$ cat src/rtl/uart_pkg.sv
// uart_pkg: shared types and constants for the UART line-echo stage.
//   echo_state_t : line-echo state machine encoding
//   ASCII_CR/LF  : carriage return / line feed byte values
package uart_pkg;

  typedef enum logic [1:0] {
    FILL   = 2'd0,
    SEND   = 2'd1,
    WAIT   = 2'd2,
    APPEND = 2'd3
  } echo_state_t;

  localparam logic [7:0] ASCII_CR = 8'h0D;
  localparam logic [7:0] ASCII_LF = 8'h0A;

endpackage

$ cat src/rtl/byte_fifo.sv
// byte_fifo: synchronous FIFO with wrapping pointers and a separate level
// counter, so full and empty never alias.
//   clock, reset     : system clock, asynchronous active-high reset
//   flush            : synchronous clear of pointers and level
//   push, wr_data    : write request (ignored when full)
//   pop, rd_data     : read request (ignored when empty); rd_data is the head
//   level            : occupancy, 0..DEPTH
//   full, empty      : occupancy flags
module byte_fifo #(
  parameter int DEPTH        = 16,
  parameter int PAYLOAD_BITS = 8
) (
  input  logic                    clock,
  input  logic                    reset,
  input  logic                    flush,
  input  logic                    push,
  input  logic [PAYLOAD_BITS-1:0] wr_data,
  input  logic                    pop,
  output logic [PAYLOAD_BITS-1:0] rd_data,
  output logic [$clog2(DEPTH):0]  level,
  output logic                    full,
  output logic                    empty
);

  localparam int AW = $clog2(DEPTH);
  localparam int LW = AW + 1;

  logic [PAYLOAD_BITS-1:0] mem [DEPTH];
  logic [AW-1:0]           wr_ptr;
  logic [AW-1:0]           rd_ptr;
  logic                    push_ok;
  logic                    pop_ok;

  assign full    = (level == LW'(DEPTH));
  assign empty   = (level == '0);
  assign push_ok = push && !full;
  assign pop_ok  = pop && !empty;
  assign rd_data = mem[rd_ptr];

  always_ff @(posedge clock) begin
    if (push_ok) mem[wr_ptr] <= wr_data;
  end

  // DEPTH is a power of two, so pointers wrap naturally.
  always_ff @(posedge clock or posedge reset) begin
    if (reset) begin
      wr_ptr <= '0;
      rd_ptr <= '0;
      level  <= '0;
    end else if (flush) begin
      wr_ptr <= '0;
      rd_ptr <= '0;
      level  <= '0;
    end else begin
      if (push_ok) wr_ptr <= wr_ptr + AW'(1);
      if (pop_ok)  rd_ptr <= rd_ptr + AW'(1);
      case ({push_ok, pop_ok})
        2'b10:   level <= level + LW'(1);
        2'b01:   level <= level - LW'(1);
        default: level <= level;
      endcase
    end
  end

endmodule

$ cat src/rtl/uart_line_echo.sv
// uart_line_echo: buffers received bytes and echoes them as a whole line once
// the terminator arrives or the buffer fills.
//   clock, reset        : system clock, asynchronous active-high reset
//   rx_valid, rx_byte   : received byte strobe and data
//   rx_break            : BREAK strobe, flushes everything
//   tx_busy             : transmitter busy
//   tx_enable, tx_byte  : transmit strobe and byte
//   level               : FIFO occupancy
//   overflow            : sticky, a byte was dropped on a full FIFO
// Build option: define UART_LINE_ECHO_CRLF_EN to follow every echoed CR with LF.
//
// state  | meaning
// FILL   | collecting a line, nothing transmitted
// SEND   | pop the head to the transmitter when it is idle; back to FILL when empty
// WAIT   | one guard cycle, then wait for tx_busy to drop
// APPEND | send LF after a CR (UART_LINE_ECHO_CRLF_EN only)
module uart_line_echo
  import uart_pkg::*;
#(
  parameter int                    DEPTH        = 16,
  parameter int                    PAYLOAD_BITS = 8,
  parameter logic [PAYLOAD_BITS-1:0] TERMINATOR = PAYLOAD_BITS'(ASCII_CR)
) (
  input  logic                    clock,
  input  logic                    reset,
  input  logic                    rx_valid,
  input  logic [PAYLOAD_BITS-1:0] rx_byte,
  input  logic                    rx_break,
  input  logic                    tx_busy,
  output logic                    tx_enable,
  output logic [PAYLOAD_BITS-1:0] tx_byte,
  output logic [$clog2(DEPTH):0]  level,
  output logic                    overflow
);

  localparam int LW = $clog2(DEPTH) + 1;

  echo_state_t             state;
  logic                    guard;
  logic                    push;
  logic                    pop;
  logic                    fifo_full;
  logic                    fifo_empty;
  logic [PAYLOAD_BITS-1:0] fifo_head;
`ifdef UART_LINE_ECHO_CRLF_EN
  logic                    cr_popped;
`endif

  assign push = rx_valid && !rx_break && !fifo_full;
  assign pop  = (state == SEND) && !fifo_empty && !tx_busy && !rx_break;

  byte_fifo #(
    .DEPTH        (DEPTH),
    .PAYLOAD_BITS (PAYLOAD_BITS)
  ) u_fifo (
    .clock   (clock),
    .reset   (reset),
    .flush   (rx_break),
    .push    (push),
    .wr_data (rx_byte),
    .pop     (pop),
    .rd_data (fifo_head),
    .level   (level),
    .full    (fifo_full),
    .empty   (fifo_empty)
  );

  always_ff @(posedge clock or posedge reset) begin
    if (reset) begin
      state     <= FILL;
      guard     <= 1'b0;
      tx_enable <= 1'b0;
      tx_byte   <= '0;
      overflow  <= 1'b0;
`ifdef UART_LINE_ECHO_CRLF_EN
      cr_popped <= 1'b0;
`endif
    end else begin
      tx_enable <= 1'b0;
      if (rx_break) begin
        // tx_byte is left alone: a byte already handed over is not recalled.
        state    <= FILL;
        guard    <= 1'b0;
        overflow <= 1'b0;
`ifdef UART_LINE_ECHO_CRLF_EN
        cr_popped <= 1'b0;
`endif
      end else begin
        if (rx_valid && fifo_full) overflow <= 1'b1;
        case (state)
          FILL: begin
            if (push && (rx_byte == TERMINATOR || level == LW'(DEPTH - 1)))
              state <= SEND;
          end
          SEND: begin
            if (fifo_empty) begin
              state <= FILL;
            end else if (!tx_busy) begin
              tx_byte   <= fifo_head;
              tx_enable <= 1'b1;
              guard     <= 1'b1;
              state     <= WAIT;
`ifdef UART_LINE_ECHO_CRLF_EN
              cr_popped <= (fifo_head == PAYLOAD_BITS'(ASCII_CR));
`endif
            end
          end
          WAIT: begin
            // The transmitter raises busy only after seeing tx_enable.
            if (guard) begin
              guard <= 1'b0;
            end else if (!tx_busy) begin
`ifdef UART_LINE_ECHO_CRLF_EN
              state     <= cr_popped ? APPEND : SEND;
              cr_popped <= 1'b0;
`else
              state <= SEND;
`endif
            end
          end
`ifdef UART_LINE_ECHO_CRLF_EN
          APPEND: begin
            if (!tx_busy) begin
              tx_byte   <= PAYLOAD_BITS'(ASCII_LF);
              tx_enable <= 1'b1;
              guard     <= 1'b1;
              state     <= WAIT;
            end
          end
`endif
          default: state <= FILL;
        endcase
      end
    end
  end

endmodule

$ cat config.mk
export PLATFORM = sky130hd
export DESIGN_NAME = uart_line_echo
export DESIGN_NICKNAME = d
export VERILOG_FILES = /design/src/rtl/uart_pkg.sv /design/src/rtl/byte_fifo.sv /design/src/rtl/uart_line_echo.sv
export SDC_FILE = /design/constraint.sdc
export NUM_CORES = 1
export LEC_CHECK = 0
export ABC_CLOCK_PERIOD_IN_PS = 2400
export BUFFER_PORTS_ARGS = -buffer_cell sky130_fd_sc_hd__buf_2
export CELL_PAD_IN_SITES_DETAIL_PLACEMENT = 1
export CELL_PAD_IN_SITES_GLOBAL_PLACEMENT = 1
export CORE_ASPECT_RATIO = 1.1
export CORE_MARGIN = 8
export CORE_UTILIZATION = 45
export CTS_BUF_LIST = sky130_fd_sc_hd__clkbuf_8
export DETAILED_ROUTE_END_ITERATION = 7
export PLACE_DENSITY_LB_ADDON = 0.1
export SLEW_MARGIN = 25
export SYNTH_ARGS = -nofsm -noshare
export SYNTH_HDL_FRONTEND = slang
export SYNTH_SLANG_ARGS = --single-unit
$ cat constraint.sdc
create_clock -name clock -period 2.4 [get_ports clock]
set_input_delay 0.24 -clock clock [delete_from_list [all_inputs] [get_ports clock]]
set_output_delay 0.24 -clock clock [all_outputs]
set_load 0.01 [all_outputs]
# Yosys cells after proc, flatten, opt, wreduce, memory -nomap -nowiden
# Memory sizes are Yosys's and may differ from the RTL's. A register that Yosys moved wholly into a read port is not among the register bits.
# Index checks and enable logic that the tools add are counted.
# word_totals
inputBits,13
ff_bits,18
ram_bits,128
mem_count,1
wordCells,77
output_inout_bits,15
# classes
addsub,4
bitwise_logic,3
n_eq_ne,13
n_mux,25
n_reduce_logical,24
# memory_table
name,depth,word_bits,rd,rd_ports_with_merged_regs,write_ports,line_no,rtl
u_fifo.mem,16,8,1,1,1,byte_fifo.sv:28,logic [PAYLOAD_BITS-1:0] mem [DEPTH];
# op_table
op,n
2-to-1 mux 4 bit,4
!= test 3 bit (second input constant),5
2-to-1 mux 2 bit,6
2-to-1 mux 1 bit,11
case mux 5 bit (2 select lines),1
logical AND 1 bit,9
adder 4 x 1 -> 4 bit (second input constant),2
== test 8 x 4 -> 1 bit (second input constant),1
AND reduction 4 bit,2
case mux 2 bit (3 select lines),1
nonzero test 2 bit,3
nonzero test 3 bit,2
adder 5 x 1 -> 5 bit (second input constant),1
== test 5 x 4 -> 1 bit (second input constant),1
== test 5 bit (second input constant),1
zero test 5 bit,1
2-to-1 mux 5 bit,1
subtractor 5 x 1 -> 5 bit (second input constant),1
== test 2 x 1 -> 1 bit (second input constant),2
== test 2 bit (second input constant),2
zero test 1 bit,4
!= test 4 x 3 -> 1 bit (second input constant),1
inverter 1 bit,3
AND reduction 3 bit,1
3 further kinds,3

# Depth between registers and ports, before layout
# Gate-level depths: netlist of run 1.
# logic_depth
word_depth,9
ltp_mapped,12
ltp_nobuf,10

# Cells and area by module
# Synthesis of run 1 repeated with hierarchy kept, for this count alone.
# hier_totals
hier_cells,370
area_unflattened_um2,6442.4
# by_module_without_submodules
mod,area_per_inst_um2,cells_each,instances,seq_area_each_um2
byte_fifo,5861.9,325,1,4169.0
uart_line_echo,580.6,45,1,325.3

# Worst setup path before layout of run 1
# No wires, ideal clock.
# synth_path
path_kind,register -> register
from,reg u_fifo.level[1]
to,reg u_fifo.level[4]
t_required_ps,2272
setup_ps,128
stages_incl_launch_ff,13
n_path_buf,2
path_slack_ps,-340
arrival_time_ps,2612
path_cell_list,dfrtp_1 > buf_6 > or4_4 > o21bai_4 > buf_6 > nor2_2 > xor2_1 > ha_1 > nor2_1 > o31ai_1 > a31oi_1 > mux2i_1 > mux2_1
# synth_via
elab_chain_len,9
elab_cells_between_ends,17
cone_classes,add/sub (2); eq/ne (3); mux (2); reduce/logical (10)
# synth_rtl
element,line_no,rtl
start: declaration,byte_fifo.sv:20,"output logic [$clog2(DEPTH):0] level,"
start signal: assignment,byte_fifo.sv:58,2'b10: level <= level + LW'(1);
start signal: assignment,byte_fifo.sv:59,2'b01: level <= level - LW'(1);
start signal: assignment,byte_fifo.sv:60,default: level <= level;
zero test 5 bit,byte_fifo.sv:35,assign empty = (level == '0);
zero test 1 bit,"byte_fifo.sv:37, uart_line_echo.sv:50",
logical AND 1 bit (3 in series),uart_line_echo.sv:50,assign pop = (state == SEND) && !fifo_empty && !tx_busy && !rx_break;
logical AND 1 bit,byte_fifo.sv:37,assign pop_ok = pop && !empty;
== test 2 x 1 -> 1 bit or == test 2 bit (tied branches),byte_fifo.sv:57,"case ({push_ok, pop_ok})"
case mux 5 bit (2 select lines),byte_fifo.sv:57,
2-to-1 mux 5 bit,byte_fifo.sv:50,end else if (flush) begin
# Parallel ways exist; a longest one is shown, timed or not.
# A chain may end at the register's enable or synchronous reset.

# Worst setup path in the final report of run 1
# layout_path
from,reg u_fifo.level[0]
to,reg u_fifo.level[4]
# The elaborated chain is that of the path after synthesis.

==> impl_metrics.tcl, run 1 <==
set metrics [dict create \
    r2r_end "u_fifo.level[4]$_DFFE_PP0P_" \
    grt_overflow_total 0 \
    totalWireLength_microns 13500 \
    worstRegToRegCells 10 \
    dr.max_layer_used "met4" \
    drc 0 \
    startpoint "u_fifo.level[0]$_DFFE_PP0P_" \
    antenna_found_initial 0 \
    clock_latency_ps 450 \
    hp-class "input port to register" \
    path_buf_inv 0 \
    core-area_sq_mm 0.0139 \
    synthTopCellsByCount "128 x edfxtp_1, 40 x mux4_2, 27 x nor2_1, 26 x dfrtp_1, 13 x nand2_1" \
    synth.most_common_cell "edfxtp_1" \
    vias_per_cell 5.41 \
    yosys-top-cells-area "edfxtp_1 60%, mux4_2 14%, dfrtp_1 10%" \
    routed-wl-met3_microns 404 \
    worstPathArrival_ps 2940 \
    crit_fanout 3 \
    post_route_cells_drive_above_1_share_pct 38.4 \
    ys_seq_area_share_pct 70.6 \
    cp_top_family "simple AND/OR/NAND/NOR gates" \
    drtPass1Iterations 4 \
    path_class "register to register" \
    synth_area_sq_mm 0.00637 \
    htree_levels 4 \
    fin_crit_ps 2610 \
    start_util_pct 46.0 \
    rows 45 \
    grt_pass1_wl_microns 21100 \
    clock_sinks 154 \
    worstMarginPinSlew_ps 601 \
    synth_async_sr_flop_share_pct 16.9 \
    routedWlPerCell_microns 22.1 \
    syn_area_per_cell_sq_um 18.7 \
    hold_viol 0 \
    rsz0062_at_grt "yes" \
    m1WireLength_microns 6230 \
    dieArea_sq_mm 0.0182 \
    syn_nets 361 \
    dp_slack_ps -205 \
    max-cap-violations 0 \
    status "finished, violations left" \
    violations "setup timing" \
    routabilityCongestion 0.788 \
    fin_crit_sh_pct 109 \
    p_per_area_mw_per_mm2 683 \
    cts_buffers 17 \
    min_from "rx_valid" \
    io_buffer_count 27 \
    cp_data_required_time_ps 2730 \
    ys.flop_type "edfxtp_1" \
    synth_top_cell_by_area "edfxtp_1" \
    hpwl_microns 8860 \
    power_leakage_nw 2.62 \
    n_antenna_cell 0 \
    die_h_microns 141 \
    setup.worst_path.start_class "register" \
    synth_edf_count 128 \
    holdPathEnd "overflow$_DFFE_PP0P_" \
    critPathCaptureType "register" \
    crit_chain "or4_4, o21bai_4, nor2_2, xor2_1, ha_2, nor2_4, o31ai_2, a31oi_1, mux2i_1, mux2_1" \
    setup_viol 1 \
    grt_pass1_vias 3501 \
    max_clock_freq_ghz 0.383 \
    yosysTopAreaCellShare_pct 60.3 \
    route.met2.wl_microns 6740 \
    cpMaxStageDelayCell "or4_4" \
    num_vias 3314 \
    cts_tree "built" \
    pin_count 28 \
    final_antenna_net_count 0 \
    syn_to_final_growth_pct 16.4 \
    ys_ff_latch 154 \
    worst_setup_hold_path_clk_slew_ps 80 \
    fin_nets 432 \
    totalPowerFinal_mw 5.07 \
    hold_depth 3 \
    relSlewSlack_pct 59.9 \
    max_stage_delay_ps 570 \
    cts-root-buf "clkbuf_8" \
    gr-usage-all-layers_pct 16.2 \
    worst_slack_ps -209 \
    syn_inst 341 \
    vdd_drop_max_uv 368 \
    synth.distinct_cells 46 \
    ctsLongestPathBuffers 2 \
    r2r_slack_ps -210 \
    worstReg2RegStart "u_fifo.level[0]$_DFFE_PP0P_" \
    drtIter0Drc 221 \
    die_w_microns 129 \
    yosysWarnings 0 \
    slew_viol_final 0 \
    grt_max_degree 36 \
    skew_ps 9.11 \
]
per-stage QoR:
step	instances	utilization, %	TNS [ps]	hold WS (ps)	instance area, sq um
6_report	613	53.5	-209	105	7410
5_1_grt	613	53.5	-322	98.7	7410
4_1_cts	612	53.4	-225	66.3	7400
3_5_place_dp	579	50.4	-205	346	6980
3_3_place_gp	579	50.4	-90.4	344	6980
2_1_floorplan	341	-	-302	280	6400
per-layer routing:
metal / global-route usage [%] / vias up
met5: 0 / -
met4: 5.94 / 0
met3: 3.66 / 15
met2: 24.8 / 55
met1: 22.1 / 1760
li1: - / 1484
worst reg2reg max path: cells and delay by family, from the launching register on:
family          cells  cell delay, ps
flops               1             380
fa+ha+maj           1             260
compound gates      3             470
xor+xnor            1             200
mux                 2             510
simple gates        3             680
where the power goes:
group / total, mW / internal (mW) / switching (mW)
Sequential: 2.94 / 2.92 / 0.0138
Combinational: 0.237 / 0.0905 / 0.147
Clock: 1.89 / 0.921 / 0.972
worst max-delay path by stage:
stage | end | depth (start not counted)
2_1_floorplan | u_fifo.level[4]$_DFFE_PP0P_ | 11
3_3_place_gp | u_fifo.level[4]$_DFFE_PP0P_ | 10
3_5_place_dp | u_fifo.level[4]$_DFFE_PP0P_ | 11
4_1_cts | u_fifo.level[4]$_DFFE_PP0P_ | 10
5_1_grt | u_fifo.level[4]$_DFFE_PP0P_ | 10
6_report | u_fifo.level[4]$_DFFE_PP0P_ | 10
placed cells by master (no fill, tap or decap), types with 2 or more instances in the layout:
cell          n
clkinv_4      3
buf_12        3
bufinv_16     2
buf_2        27
a31oi_1       3
clkinvlp_4    4
mux4_2       40
mux2_2        4
ha_1          6
nor3_1        4
clkinv_2      2
mux2_1        4
edfxtp_1    128
o22ai_1       2
a211oi_1      2
and2_1        4
xor2_1        7
a21oi_2       2
inv_6         2
inv_1        13
nor4_2        5
a21oi_1       4
nand4_1       3
mux2i_1       2
nand2_1      13
nor2_1       26
clkbuf_8     17
buf_4        39
xnor2_1       3
dfrtp_1      25
cell type report:
type,instances,area (sq um)
multi-input cells,156,1750
clock inverters,15,151
well taps,188,235
repair buffers,70,498
clock buffers,17,234
flip-flops and latches,154,4500
inverters,13,48.8
fillers,1319,6440
sequential cells by signal, summed over array words and instances (netlist names):
signal         cells
overflow           1
state              2
tx_enable          1
tx_byte            8
u_fifo.level       5
u_fifo.wr_ptr      4
u_fifo.rd_ptr      4
guard              1
u_fifo.mem       128
cells by family after synthesis:
group / Yosys count / synth area share, %
flip-flops: 154 / 70.6
XOR/XNOR: 11 / 1.63
AO/OA/AOI/OAI: 20 / 2.34
adder cells (fa/ha/maj): 7 / 1.37
AND/OR/NAND/NOR: 68 / 5.40
multiplexers: 50 / 15.9
buffers and inverters: 31 / 2.83
repair_timing:
action | 4_1_cts | 5_1_grt
pin swaps | 5 | 4
endpoints found under the hold margin | 26 | 0
setup buffers | 0 | 1
gates resized for setup | 4 | 1
hold buffers | 1 | 0
setup endpoints to repair | 1 | 2
(Power assumes the default switching activity.)
==> run 2: changes to the inputs <==
--- a/config.mk
+++ b/config.mk
@@ -18,4 +18,5 @@
 export SLEW_MARGIN = 25
 export SYNTH_ARGS = -nofsm -noshare
 export SYNTH_HDL_FRONTEND = slang
+export SYNTH_HIERARCHICAL = 1
 export SYNTH_SLANG_ARGS = --single-unit
==> impl_metrics.tcl, run 2 <==
set metrics [dict create \
    status "finished, violations left" \
    violations "setup timing" \
    max_stage_delay_ps 570 \
    clock_latency_ps 440 \
    path_class "register to register" \
    die_w_microns 130 \
    core-area_sq_mm 0.0142 \
    top_register "u_fifo/mem" \
    synth-adder-area-share_pct 1.36 \
    layout.cells.non_filler 639 \
    cp_data_required_time_ps 2750 \
    hpwl_microns 9440 \
    vias_per_cell 5.47 \
    yosys-top-cells-area "edfxtp_1 60%, mux4_2 11%, dfrtp_1 10%" \
    io_buffer_count 27 \
    ys_ff_latch 154 \
    totalWireLength_microns 14500 \
    syn_nets 390 \
    final_antenna_net_count 0 \
    setup.worst_path.start_class "register" \
    worst_slack_ps -251 \
    grt_pass1_vias 3837 \
    synth-simple-area-share_pct 6.95 \
    synth_xor_area_share_pct 0.952 \
    synth.most_common_cell "edfxtp_1" \
    die_h_microns 141 \
    clock_sinks 154 \
    drtIter0Drc 186 \
    worstReg2RegStart "u_fifo/level[3]$_DFFE_PP0P_" \
    routedWlPerCell_microns 22.8 \
    layout_commonest_cell "edfxtp_1" \
    cpMaxStageDelayCell "or4_4" \
    max_clock_freq_ghz 0.377 \
    critPathCaptureType "register" \
    power_leakage_nw 2.67 \
    skew_ps 10.3 \
    multi_input_area_sq_mm 0.00201 \
    cts-root-buf "clkbuf_8" \
    syn_to_final_growth_pct 19.5 \
    placed_area_sq_mm 0.00702 \
    pin_count 28 \
    htree_levels 4 \
    ctsLongestPathBuffers 2 \
    synth_area_sq_mm 0.00644 \
    dieArea_sq_mm 0.0184 \
    drc 0 \
    grt_pass1_wl_microns 22600 \
    final_util_pct 54.2 \
    start_util_pct 45.3 \
    top_regs "u_fifo/mem x128, tx_byte x8, u_fifo/level x5" \
    dp_cells 593 \
    regArea_sq_mm 0.00450 \
    synth_async_sr_flop_share_pct 16.9 \
    n_fill_cell 1340 \
    fin_crit_ps 2650 \
    synth_edf_count 128 \
    crit_path_end "u_fifo/level[4]$_DFFE_PP0P_" \
    antenna_found_initial 0 \
    dp_slack_ps -269 \
    synthMuxAreaShare_pct 13.7 \
    fin_crit_sh_pct 110 \
    mostFrequentLayoutCells "128 x edfxtp_1, 32 x mux4_2, 30 x buf_4, 27 x buf_2, 23 x dfrtp_1" \
    cts_buffers 17 \
    synthTopCellsByCount "128 x edfxtp_1, 32 x mux4_2, 32 x nor2_1, 26 x dfrtp_1, 17 x a22oi_1" \
    synth_top_family_by_area "multiplexers" \
    synth_top_cell_by_area "edfxtp_1" \
    r2r_end "u_fifo/level[4]$_DFFE_PP0P_" \
    synth.distinct_cells 53 \
    num_vias 3497 \
    crit_chain "or4_4, nor2_4, or4b_4, nor2_8, o21ai_4, nor2_2, xor2_1, ha_2, o31a_1, nor4_2, o21ai_1, a311oi_1" \
    slew_viol_final 0 \
    vdd_drop_max_uv 424 \
    finalSetupTns_ps -507 \
    n_antenna_cell 0 \
    worstMarginPinSlew_ps 654 \
    largest_register_ff_count 128 \
    ys_seq_area_share_pct 69.8 \
    yosysTopAreaCellShare_pct 59.7 \
    grt_overflow_total 0 \
    p_per_area_mw_per_mm2 680 \
    ys.flop_type "edfxtp_1" \
    worst_setup_hold_path_clk_slew_ps 80 \
    yosysWarnings 6 \
    cts_tree "built" \
    syn_inst 370 \
    rows 46 \
    fin_nets 454 \
    post_route_cells_drive_above_1_share_pct 39.1 \
    syn_area_per_cell_sq_um 17.4 \
    drtPass1Iterations 4 \
    synth_compound_area_share_pct 5.26 \
    setup_viol 4 \
    grt_max_degree 36 \
    hp-class "input port to register" \
    routabilityCongestion 0.748 \
    rsz0062_at_grt "yes" \
    crit_fanout 4 \
    design_area_sq_mm 0.00770 \
    startpoint "u_fifo/level[3]$_DFFE_PP0P_" \
    hold_viol 0 \
    gr-usage-all-layers_pct 17.1 \
    relSlewSlack_pct 56.3 \
    r2r_slack_ps -250 \
    worstRegToRegCells 12 \
    max-cap-violations 0 \
    worstPathArrival_ps 3000 \
]
run 2: final cells by class:
| cell class | count | area share (%) |
|---|---|---|
| sequential | 154 | 58.4 |
| multi-input combinational | 188 | 26.1 |
| timing repair buffer | 66 | 6.71 |
| tap | 192 | 3.12 |
| clock buffer | 17 | 3.04 |
| clock inverter | 15 | 2.24 |
| inverter | 7 | 0.341 |
run 2: report_power, final:
part | leakage (nW) | internal [mW] | switching, mW
registers | 1.51 | 2.92 | 0.0128
clock network | 0.199 | 1.03 | 0.984
logic | 0.961 | 0.116 | 0.178
total | 2.67 | 4.06 | 1.17
run 2: per-stage QoR:
step | hold slack [ps] | total power [mW]
after floorplan | 117 | 3.14
after global placement | 282 | 3.25
after detailed placement | 307 | 3.26
after CTS | 38.6 | 5.27
after global routing | 75.0 | 5.41
final | 65.9 | 5.23
run 2: what timing repair did:
| item | CTS | global route |
|---|---|---|
| hold buffers | 1 | 0 |
| endpoints found under the hold margin | 26 | 0 |
| buffers inserted | 9 | 5 |
| endpoints found under the setup margin | 91 | 100 |
| pin swaps | 8 | 8 |
| resized for setup | 15 | 13 |
| gates cloned | 0 | 0 |
run 2: cell families (layout without fill, tap and decap cells):
family,after synthesis,after routing
compound gates,45,45
flops,154,154
xor+xnor,7,7
fa+ha+maj,7,7
simple gates,82,82
buf+inv,28,105
mux,47,47
run 2: worst min path at each step:
stage                        start                     endpoint  slack, ps  cells after the start
after global routing      rx_valid         overflow$_DFFE_PP0P_         70                      3
after floorplan              reset  u_fifo/level[1]$_DFFE_PP0P_        120                      1
after detailed placement     reset         state[1]$_DFFE_PP0P_        310                      2
after global placement       reset         overflow$_DFFE_PP0P_        280                      2
after CTS                 rx_valid         overflow$_DFFE_PP0P_         40                      3
final                     rx_valid         overflow$_DFFE_PP0P_         70                      3
run 2: critical path: cells and delay by family (launching register included):
family,cells,cell delay (ps)
compound gates,4,690
fa+ha+maj,1,200
simple gates,6,1110
xor+xnor,1,140
flops,1,410
run 2: routing by layer:
layer	track usage, %	up-vias	part of all wire (%)
li1	-	1595	-
met1	21.8	1849	46
met2	28.4	42	51
met3	3.49	11	1.9
met4	5.51	0	1.0
met5	0	-	0
==> run 3: changes to the inputs <==
--- a/config.mk
+++ b/config.mk
@@ -9,7 +9,7 @@
 export BUFFER_PORTS_ARGS = -buffer_cell sky130_fd_sc_hd__buf_2
 export CELL_PAD_IN_SITES_DETAIL_PLACEMENT = 1
 export CELL_PAD_IN_SITES_GLOBAL_PLACEMENT = 1
-export CORE_ASPECT_RATIO = 1.1
+export CORE_ASPECT_RATIO = 1.25
 export CORE_MARGIN = 8
 export CORE_UTILIZATION = 45
 export CTS_BUF_LIST = sky130_fd_sc_hd__clkbuf_8
==> impl_metrics.tcl, run 3 (synthesized netlist as in run 2, its figures left out) <==
set metrics [dict create \
    max_clock_freq_ghz 0.380 \
    pin_count 28 \
    clock_sinks 154 \
    vias_per_cell 5.66 \
    r2r_slack_ps -230 \
    setup.worst_path.start_class "register" \
    power_frac_comb_pct 6.1 \
    finalSetupTns_ps -620 \
    violations "setup timing" \
    io_buffer_count 27 \
    cts_tree "built" \
    core-area_sq_mm 0.0142 \
    n_antenna_cell 0 \
    antenna_found_initial 0 \
    n_fill_cell 1345 \
    setup_viol 3 \
    cts_buffers 17 \
    grt_pass1_wl_microns 23700 \
    placed_area_sq_mm 0.00706 \
    htree_levels 4 \
    p_sw_mw 1.13 \
    max_stage_delay_ps 590 \
    num_vias 3605 \
    status "finished, violations left" \
    hp-class "input port to register" \
    dp_cells 585 \
    min_from "rx_valid" \
    rsz0062_at_grt "yes" \
    layout.cells.non_filler 637 \
    crit_top_cell "nor2_4" \
    die_w_microns 123 \
    worstMarginPinSlew_ps 713 \
    hpwl_microns 10300 \
    crit_fanout 4 \
    critPathCaptureType "register" \
    routabilityCongestion 0.784 \
    hold_viol 0 \
    post_route_cells_drive_above_1_share_pct 41.2 \
    drtPass1Iterations 4 \
    gr-usage-all-layers_pct 17.8 \
    clock_latency_ps 440 \
    largest_register_ff_count 128 \
    worstRegToRegCells 11 \
    max-cap-violations 0 \
    die_h_microns 150 \
    totalWireLength_microns 15200 \
    final_antenna_net_count 0 \
    p_per_area_mw_per_mm2 677 \
    fin_crit_ps 2630 \
    grt_pass1_vias 4037 \
    p_seq_share_pct 55.4 \
    rows 49 \
    mostFrequentLayoutCells "128 x edfxtp_1, 38 x buf_4, 32 x mux4_2, 28 x buf_2, 22 x dfrtp_1" \
    pwr-share-clk_pct 38.5 \
    fin_nets 466 \
    start_util_pct 45.3 \
    holdPathEnd "overflow$_DFFE_PP0P_" \
    top_regs "u_fifo/mem x128, tx_byte x8, u_fifo/level x5" \
    dieArea_sq_mm 0.0184 \
    top_register "u_fifo/mem" \
    worst_setup_hold_path_clk_slew_ps 80 \
    routedWlPerCell_microns 23.9 \
    startpoint "u_fifo/level[0]$_DFFE_PP0P_" \
    worstPathArrival_ps 2950 \
    cp_data_required_time_ps 2720 \
    layout_commonest_cell "edfxtp_1" \
    worstReg2RegStart "u_fifo/level[0]$_DFFE_PP0P_" \
    internal_power_mw 4.17 \
    final_util_pct 55.0 \
    grt_overflow_total 0 \
    worst_slack_ps -229 \
    drtIter0Drc 305 \
    power_leakage_nw 2.75 \
    drc 0 \
    skew_ps 10.2 \
    cpMaxStageDelayCell "or4_4" \
    totalPowerFinal_mw 5.30 \
    netSwitchingFraction_pct 21.3 \
    grt_max_degree 36 \
    hold_depth 3 \
    design_area_sq_mm 0.00783 \
    fin_crit_sh_pct 110 \
    cts-root-buf "clkbuf_8" \
    vdd_drop_max_uv 350 \
    syn_to_final_growth_pct 21.5 \
    path_class "register to register" \
    relSlewSlack_pct 52.4 \
    r2r_end "u_fifo/level[2]$_DFFE_PP0P_" \
    crit_chain "or4_4, nor2_4, nor3b_2, o41a_1, nor2_4, xor2_1, ha_2, buf_4, nor3b_1, a32oi_1, mux2_1" \
    slew_viol_final 0 \
    ctsLongestPathBuffers 2 \
]
-- run 3: cell types whose count changed in the layout (fill, tap and decap cells not counted), sizes merged --
cell	delta
buf	+12
bufinv	+1
clkinv	+1
clkinvlp	-1
inv	-1
-- run 3: area by class of cell --
cell class	count	area, sq um	share of cell area, %
Clock inverter	15	183	2.33
Multi-Input combinational cell	188	2040	26.1
Tap cell	178	223	2.84
Sequential cell	154	4500	57.5
Timing Repair Buffer	78	621	7.93
Clock buffer	17	234	2.99
Inverter	7	26.3	0.336
-- run 3: how the worst max path moves through the flow --
stage / slack (ps) / endpoint / depth (start not counted)
2_1_floorplan: -640 / u_fifo/level[4]$_DFFE_PP0P_ / 15
6_report: -230 / u_fifo/level[2]$_DFFE_PP0P_ / 11
3_5_place_dp: -300 / u_fifo/level[4]$_DFFE_PP0P_ / 11
5_1_grt: -330 / u_fifo/level[4]$_DFFE_PP0P_ / 12
4_1_cts: -260 / u_fifo/level[4]$_DFFE_PP0P_ / 12
3_3_place_gp: -230 / u_fifo/level[4]$_DFFE_PP0P_ / 12
-- run 3: per-stage QoR --
step / setup slack (ps) / hold WS (ps)
after global placement: -233 / 323
after floorplan: -641 / 117
after CTS: -259 / 49.3
final: -229 / 74.4
after detailed placement: -304 / 343
after global routing: -333 / 97.3
-- run 3: power groups by stage --
stage | registers (mW) | clock network, mW | logic [mW]
after floorplan | 3.00 | 0 | 0.147
after global placement | 2.99 | 0 | 0.273
after detailed placement | 2.99 | 0 | 0.280
after CTS | 2.93 | 2.10 | 0.312
after global routing | 2.94 | 2.20 | 0.349
final | 2.93 | 2.04 | 0.323
-- run 3: what timing repair did --
action / in CTS / in global routing
hold buffers: 1 / 0
gates resized for setup: 24 / 11
endpoints found under the hold margin: 26 / 0
setup endpoints to repair: 132 / 28
buffers inserted: 10 / 9
pin swaps: 11 / 5
-- run 3: layer usage --
layer | GRT usage, % | routed length (microns) | up-vias
li1 | - | - | 1624
met1 | 20.8 | 6270 | 1913
met4 | 5.67 | 198 | 0
met3 | 4.04 | 409 | 11
met2 | 31.7 | 8330 | 57
met5 | 0 | 0 | -
-- run 3: critical path: cells and delay by family (launching register included) --
family / cells / cell delay, ps
xor gates and xnor gates: 1 / 170
and+or+nand+nor: 5 / 940
adders and majority gates: 1 / 220
buffers and inverters: 1 / 130
AOI/OAI and AO/OA: 2 / 320
DFF: 1 / 410
muxes: 1 / 340
